$ cat src/rtl/ifu_pkg.sv
// Shared types and helpers for the instruction fetch unit.
package ifu_pkg;

    typedef enum logic [1:0] {
        IDLE  = 2'd0,
        FETCH = 2'd1,
        HOLD  = 2'd2,
        FLUSH = 2'd3
    } fetch_state_t;

    typedef enum logic [1:0] {
        TRAP = 2'd0,
        BR   = 2'd1,
        JMP  = 2'd2,
        NONE = 2'd3
    } redir_src_t;

    // RVC encodings are every opcode whose two low bits are not 2'b11.
    function automatic logic is_compressed(input logic [31:0] instr);
        return instr[1:0] != 2'b11;
    endfunction

endpackage

$ cat src/rtl/redirect_sel.sv
// Fixed-priority selection of the redirect sources: trap > branch > jump.
module redirect_sel
    import ifu_pkg::*;
#(
    parameter int XLEN = 32
) (
    input  logic            trap_en,
    input  logic [XLEN-1:0] trap_addr,
    input  logic            br_en,
    input  logic [XLEN-1:0] br_addr,
    input  logic            jmp_en,
    input  logic [XLEN-1:0] jmp_addr,
    output logic            redir,
    output logic [XLEN-1:0] target,
    output redir_src_t      src
);

    // Priority mux over the three redirect requests.
    always_comb begin
        redir  = 1'b0;
        target = '0;
        src    = NONE;
        if (trap_en) begin
            redir  = 1'b1;
            target = trap_addr;
            src    = TRAP;
        end else if (br_en) begin
            redir  = 1'b1;
            target = br_addr;
            src    = BR;
        end else if (jmp_en) begin
            redir  = 1'b1;
            target = jmp_addr;
            src    = JMP;
        end else begin
            redir  = 1'b0;
            target = '0;
            src    = NONE;
        end
    end

endmodule

$ cat src/rtl/fetch_ctrl.sv
// IFU sequencer: drives the PC block, runs the imem req/ack handshake and
// holds one fetched instruction for decode, dropping fetches made stale by a redirect.
module fetch_ctrl
    import ifu_pkg::*;
#(
    parameter int XLEN  = 32,
    parameter int C_EXT = 1
) (
    input  logic            clk,
    input  logic            reset,
    input  logic [XLEN-1:0] curr_pc,
    output logic            pc_stall,
    output logic            pc_je,
    output logic [XLEN-1:0] pc_ja,
    output logic            pc_compressed,
    output logic            imem_req,
    output logic [XLEN-1:0] imem_addr,
    input  logic            imem_ack,
    input  logic [31:0]     imem_rdata,
    input  logic            trap_en,
    input  logic [XLEN-1:0] trap_addr,
    input  logic            br_en,
    input  logic [XLEN-1:0] br_addr,
    input  logic            jmp_en,
    input  logic [XLEN-1:0] jmp_addr,
    output logic            if_valid,
    input  logic            if_ready,
    output logic [31:0]     if_instr,
    output logic [XLEN-1:0] if_pc,
    output logic            if_compressed
);

    fetch_state_t    state_r, next_s;
    logic            redir_s;
    logic [XLEN-1:0] target_s;
    redir_src_t      src_s;

    logic            pending_r;
    logic [XLEN-1:0] pend_addr_r;
    logic            if_valid_r;
    logic [31:0]     if_instr_r;
    logic [XLEN-1:0] if_pc_r;
    logic            if_comp_r;

    logic            stall_s, je_s, comp_s, req_s;
    logic [XLEN-1:0] ja_s;
    logic            capture_s, set_pend_s, clr_pend_s;
    logic            rdata_comp_s;

    redirect_sel #(.XLEN(XLEN)) u_redirect_sel (
        .trap_en   (trap_en),
        .trap_addr (trap_addr),
        .br_en     (br_en),
        .br_addr   (br_addr),
        .jmp_en    (jmp_en),
        .jmp_addr  (jmp_addr),
        .redir     (redir_s),
        .target    (target_s),
        .src       (src_s)
    );

    assign rdata_comp_s = (C_EXT != 0) && is_compressed(imem_rdata);

    // Next-state and PC/memory control; reset forces the idle output values.
    always_comb begin
        next_s     = state_r;
        stall_s    = 1'b1;
        je_s       = 1'b0;
        ja_s       = '0;
        comp_s     = 1'b0;
        req_s      = 1'b0;
        capture_s  = 1'b0;
        set_pend_s = 1'b0;
        clr_pend_s = 1'b0;
        case (state_r)
            IDLE: begin
                next_s = FETCH;
                if (redir_s) begin
                    stall_s = 1'b0;
                    je_s    = 1'b1;
                    ja_s    = target_s;
                end else begin
                    stall_s = 1'b1;
                end
            end
            FETCH: begin
                req_s = 1'b1;
                if (imem_ack && !redir_s) begin
                    capture_s = 1'b1;
                    stall_s   = 1'b0;
                    comp_s    = rdata_comp_s;
                    next_s    = HOLD;
                end else if (imem_ack && redir_s) begin
                    stall_s = 1'b0;
                    je_s    = 1'b1;
                    ja_s    = target_s;
                    next_s  = FETCH;
                end else if (redir_s) begin
                    set_pend_s = 1'b1;
                    next_s     = FLUSH;
                end else begin
                    next_s = FETCH;
                end
            end
            HOLD: begin
                if (redir_s) begin
                    stall_s = 1'b0;
                    je_s    = 1'b1;
                    ja_s    = target_s;
                    next_s  = FETCH;
                end else if (if_ready && if_valid_r) begin
                    next_s = FETCH;
                end else begin
                    next_s = HOLD;
                end
            end
            FLUSH: begin
                // The outstanding request stays on the bus until memory answers.
                req_s = 1'b1;
                if (imem_ack) begin
                    clr_pend_s = 1'b1;
                    next_s     = FETCH;
                    if (src_s != NONE) begin
                        stall_s = 1'b0;
                        je_s    = 1'b1;
                        ja_s    = target_s;
                    end else if (pending_r) begin
                        stall_s = 1'b0;
                        je_s    = 1'b1;
                        ja_s    = pend_addr_r;
                    end else begin
                        stall_s = 1'b1;
                    end
                end else if (redir_s) begin
                    set_pend_s = 1'b1;
                end else begin
                    next_s = FLUSH;
                end
            end
            default: begin
                next_s = IDLE;
            end
        endcase
        if (reset) begin
            stall_s    = 1'b1;
            je_s       = 1'b0;
            ja_s       = '0;
            comp_s     = 1'b0;
            req_s      = 1'b0;
            capture_s  = 1'b0;
            set_pend_s = 1'b0;
            clr_pend_s = 1'b0;
        end else begin
            next_s = next_s;
        end
    end

    // FSM state register.
    always_ff @(posedge clk) begin
        if (reset) begin
            state_r <= IDLE;
        end else begin
            state_r <= next_s;
        end
    end

    // Pending redirect target captured while a stale fetch is in flight.
    always_ff @(posedge clk) begin
        if (reset) begin
            pending_r   <= 1'b0;
            pend_addr_r <= '0;
        end else if (clr_pend_s) begin
            pending_r   <= 1'b0;
        end else if (set_pend_s) begin
            pending_r   <= 1'b1;
            pend_addr_r <= target_s;
        end else begin
            pending_r   <= pending_r;
        end
    end

    // Decode buffer: any redirect flushes it, decode consumption frees it.
    always_ff @(posedge clk) begin
        if (reset) begin
            if_valid_r <= 1'b0;
            if_instr_r <= 32'h0000_0000;
            if_pc_r    <= '0;
            if_comp_r  <= 1'b0;
        end else if (redir_s) begin
            if_valid_r <= 1'b0;
        end else if (capture_s) begin
            if_valid_r <= 1'b1;
            if_instr_r <= imem_rdata;
            if_pc_r    <= curr_pc;
            if_comp_r  <= rdata_comp_s;
        end else if (if_ready) begin
            if_valid_r <= 1'b0;
        end else begin
            if_valid_r <= if_valid_r;
        end
    end

    assign pc_stall      = stall_s;
    assign pc_je         = je_s;
    assign pc_ja         = ja_s;
    assign pc_compressed = comp_s;
    assign imem_req      = req_s;
    assign imem_addr     = curr_pc;
    assign if_valid      = if_valid_r;
    assign if_instr      = if_instr_r;
    assign if_pc         = if_pc_r;
    assign if_compressed = if_comp_r;

endmodule
$ cat config.mk
export PLATFORM = sky130hd
export DESIGN_NAME = fetch_ctrl
export DESIGN_NICKNAME = d
export VERILOG_FILES = /design/src/rtl/ifu_pkg.sv /design/src/rtl/redirect_sel.sv /design/src/rtl/fetch_ctrl.sv
export SDC_FILE = /design/constraint.sdc
export NUM_CORES = 1
export LEC_CHECK = 0
export CAP_MARGIN = 20
export CORE_ASPECT_RATIO = 1.1
export CORE_MARGIN = 3
export CORE_UTILIZATION = 41
export CTS_BUF_LIST = sky130_fd_sc_hd__clkbuf_8
export DETAILED_ROUTE_END_ITERATION = 16
export PLACE_DENSITY = 0.83
export SYNTH_ARGS = -nofsm -noshare
export SYNTH_HDL_FRONTEND = slang
export SYNTH_SLANG_ARGS = --single-unit
$ cat constraint.sdc
create_clock -name clk -period 2.6 [get_ports clk]
set_input_delay 0.26 -clock clk [delete_from_list [all_inputs] [get_ports clk]]
set_output_delay 0.26 -clock clk [all_outputs]
set_load 0.1 [all_outputs]
==> reports/qor.csv <==
stage;metric;value;unit
clock_tree;cts_buffers;9;
worst_setup_path;crit_type;input pin to output pin;
finish;nFillCells;1111;
detailed_routing;remaining_drc_errors;0;
floorplanning;fp.dieH;130;µm
sta;post-route-period-util;0.959;
synthesis;syn-num-nets;854;
detailed_routing;antenna_left;0;
worst_setup_path;r2r_start;state_r[0];
clock_tree;htree_levels;3;
clock_tree;cts_tree;built;
global_routing;grt_util_all_layers;0.239;
detailed_routing;wirelength;19300;µm
pwr;leakage;3.76;nW
synthesis;synth-main-ff-cell;dfxtp_1;
outcome;status;completed;
sta;rsz0062_at_grt;no;
clock_tree;cts_resized;1;
synthesis;synth_warnings;0;
clock_tree;path_clk_slew;100;ps
sta;slew_headroom;0.586;
clock_tree;hold_buffers;0;
clock_tree;root_buffer;clkbuf_8;
placement;dp_slack;-39.6;ps
floorplanning;coreArea;0.0134;mm²
synthesis;ys_ff_latch;101;
sta;fin_ws;106;ps
worst_setup_path;cp.required;2340;ps
clock_tree;clock-sinks;101;
worst_setup_path;cp_num_buf_inv;4;
synthesis;synth_cell_types;34;
finish;drive_gt1_frac;0.270;
worst_setup_path;crit_path_end_kind;output pin;
worst_setup_path;crit_path_max_incr_delay;430;ps
synthesis;avgSynthCellArea;8.37;µm²
worst_setup_path;cp-start-kind;input pin;
clock_tree;cts_setup_buffers;0;
worst_setup_path;crit_path_top_delay_cell;or3_4;
sta;timing.final.max_slew_violations;0;
detailed_routing;wl_per_cell;17.4;µm
floorplanning;die_area;0.0154;mm²
worst_setup_path;crit_family;buffers and inverters;
sta;fin_skew;12.8;ps
sta;final_hold_viol_count;0;
sta;max_freq;0.401;GHz
finish;regArea;0.00202;mm²
worst_setup_path;crit_arrival;2230;ps
finish;area_delta_synth_final;58.3;%
global_routing;first_global_vias;5652;
global_routing;grt_max_degree;67;
synthesis;async_reset_ff_frac;0;
pwr;powerDensity;455;mW/mm²
pwr;ir_worst_vdd;0.339;mV
detailed_routing;drtIter0Drc;407;
placement;gp_congestion;0.856;
placement;io_buffers;300;
sta;setup_viol;0;
worst_setup_path;path_cells;clkdlybuf4s50_1, or3_4, inv_2, ha_2, nand4bb_1, o21ai_2, buf_12, a22o_2, buf_12;
sta;fin_tns_setup;0;ps
finish;fin_nets;1087;
synthesis;synth-seq-area-share;0.353;
floorplanning;placementRows;44;
synthesis;synth_area;0.00572;mm²
floorplanning;die_x;119;µm
synthesis;synth_edf_count;0;
worst_setup_path;crit_start;jmp_en;
detailed_routing;firstDrtPassIters;4;
clock_tree;clk_latency;370;ps
hold_path;worstHoldStart;reset;
synthesis;netlist_instances;684;
sta;worstMarginPinSlew;622;ps
placement;place_hpwl;14300;µm
global_routing;grt_overflow;0;
clock_tree;clk_path_buf_depth;2;
hold_path;hold_path_class;input pin to flip-flop;
job;maxCapViolations;0;
detailed_routing;viasPerCell;5.31;
detailed_routing;vias;5883;
sta;layout_min_cycle_time;2490;ps
worst_setup_path;critical_path.max_fanout;32;
floorplanning;io_pins;301;
global_routing;grt_pass1_wl;30000;µm
sta;timing.hold.ws;318;ps
floorplanning;start_util;0.426;
global_routing;antenna_found_initial;1;
finish;multi_input_area;0.00298;mm²
worst_setup_path;cpMostUsedCell;buf_12;
state kept, by name, indices dropped and copies added, names as in the netlist:
name	flops
state_r	2
pend_addr_r	32
if_instr	32
if_valid	1
if_compressed	1
if_pc	32
pending_r	1
cell usage after synthesis, types with 3 or more instances:
| cell | number | area, µm² |
|---|---|---|
| clkbuf_1 | 50 | 188 |
| nor2b_1 | 66 | 413 |
| inv_1 | 69 | 259 |
| mux2_2 | 32 | 360 |
| buf_6 | 7 | 78.8 |
| o21ai_0 | 14 | 70.1 |
| buf_4 | 32 | 240 |
| buf_2 | 4 | 20.0 |
| ha_1 | 3 | 37.5 |
| nor4_1 | 3 | 18.8 |
| buf_1 | 5 | 18.8 |
| a211oi_1 | 34 | 255 |
| a22o_1 | 32 | 280 |
| o211ai_1 | 64 | 480 |
| a21oi_1 | 66 | 330 |
| dfxtp_1 | 101 | 2020 |
| nand2_1 | 3 | 11.3 |
| nand3b_1 | 33 | 248 |
| o21ai_2 | 4 | 35.0 |
| o21ai_1 | 47 | 235 |
power breakdown:
part / total (mW) / switching (mW) / internal (mW)
Combinational: 1.39 / 0.816 / 0.571
Sequential: 1.59 / 0.0113 / 1.58
Clock: 1.15 / 0.589 / 0.559
final timing paths:
kind	to	slack, ps	depth (start not counted)
setup / recovery	pc_ja[30]	110	9
setup reg to reg	if_instr[9]	970	4
hold / removal	state_r[1]	320	2
hold reg to reg	if_pc[23]	500	2
cells by family after synthesis:
logic type | share of synthesized area
compound gates | 0.304
fa+ha+maj | 0.00656
buf+inv | 0.141
flops | 0.353
mux | 0.0630
simple gates | 0.133
stage by stage:
step | cells | power (mW) | cell area, µm² | util
2_1_floorplan | 684 | 2.48 | 5800 | -
3_3_place_gp | 1090 | 3.01 | 8830 | 0.657
3_5_place_dp | 1090 | 3.01 | 8830 | 0.657
4_1_cts | 1106 | 4.16 | 9060 | 0.674
5_1_grt | 1106 | 4.28 | 9060 | 0.675
6_report | 1107 | 4.13 | 9060 | 0.675
per-layer routing:
metal  track usage  up-vias  wire length, µm
met1         0.289     2690             7830
met5             0        -               10
li1              -     2882                -
met2         0.399      270             8990
met3        0.0841       39             1880
met4        0.0845        2              600
placed cells by master (no fill, tap or decap), types with 3 or more instances in the layout:
cell	Yosys	final
buf_12	0	43
a21oi_1	66	66
nand3b_1	33	33
o21ai_2	4	5
buf_2	4	3
inv_6	0	3
nand2_1	3	3
o21ai_1	47	46
clkdlybuf4s50_1	0	163
inv_1	69	67
nor2b_1	66	65
buf_4	32	111
clkbuf_8	0	9
dfxtp_1	101	101
a211oi_1	34	33
o211ai_1	64	64
o21ai_0	14	14
a22o_2	0	30
mux2_2	32	32
cell type report:
cell class,count,share of cell area
antenna,1,0.000276
clock buffer,9,0.0137
clock inverter,7,0.0113
inverter,69,0.0286
multi-input combinational,416,0.329
sequential,101,0.223
tap,184,0.0254
timing repair buffer,320,0.369
(Power assumes the default switching activity.)
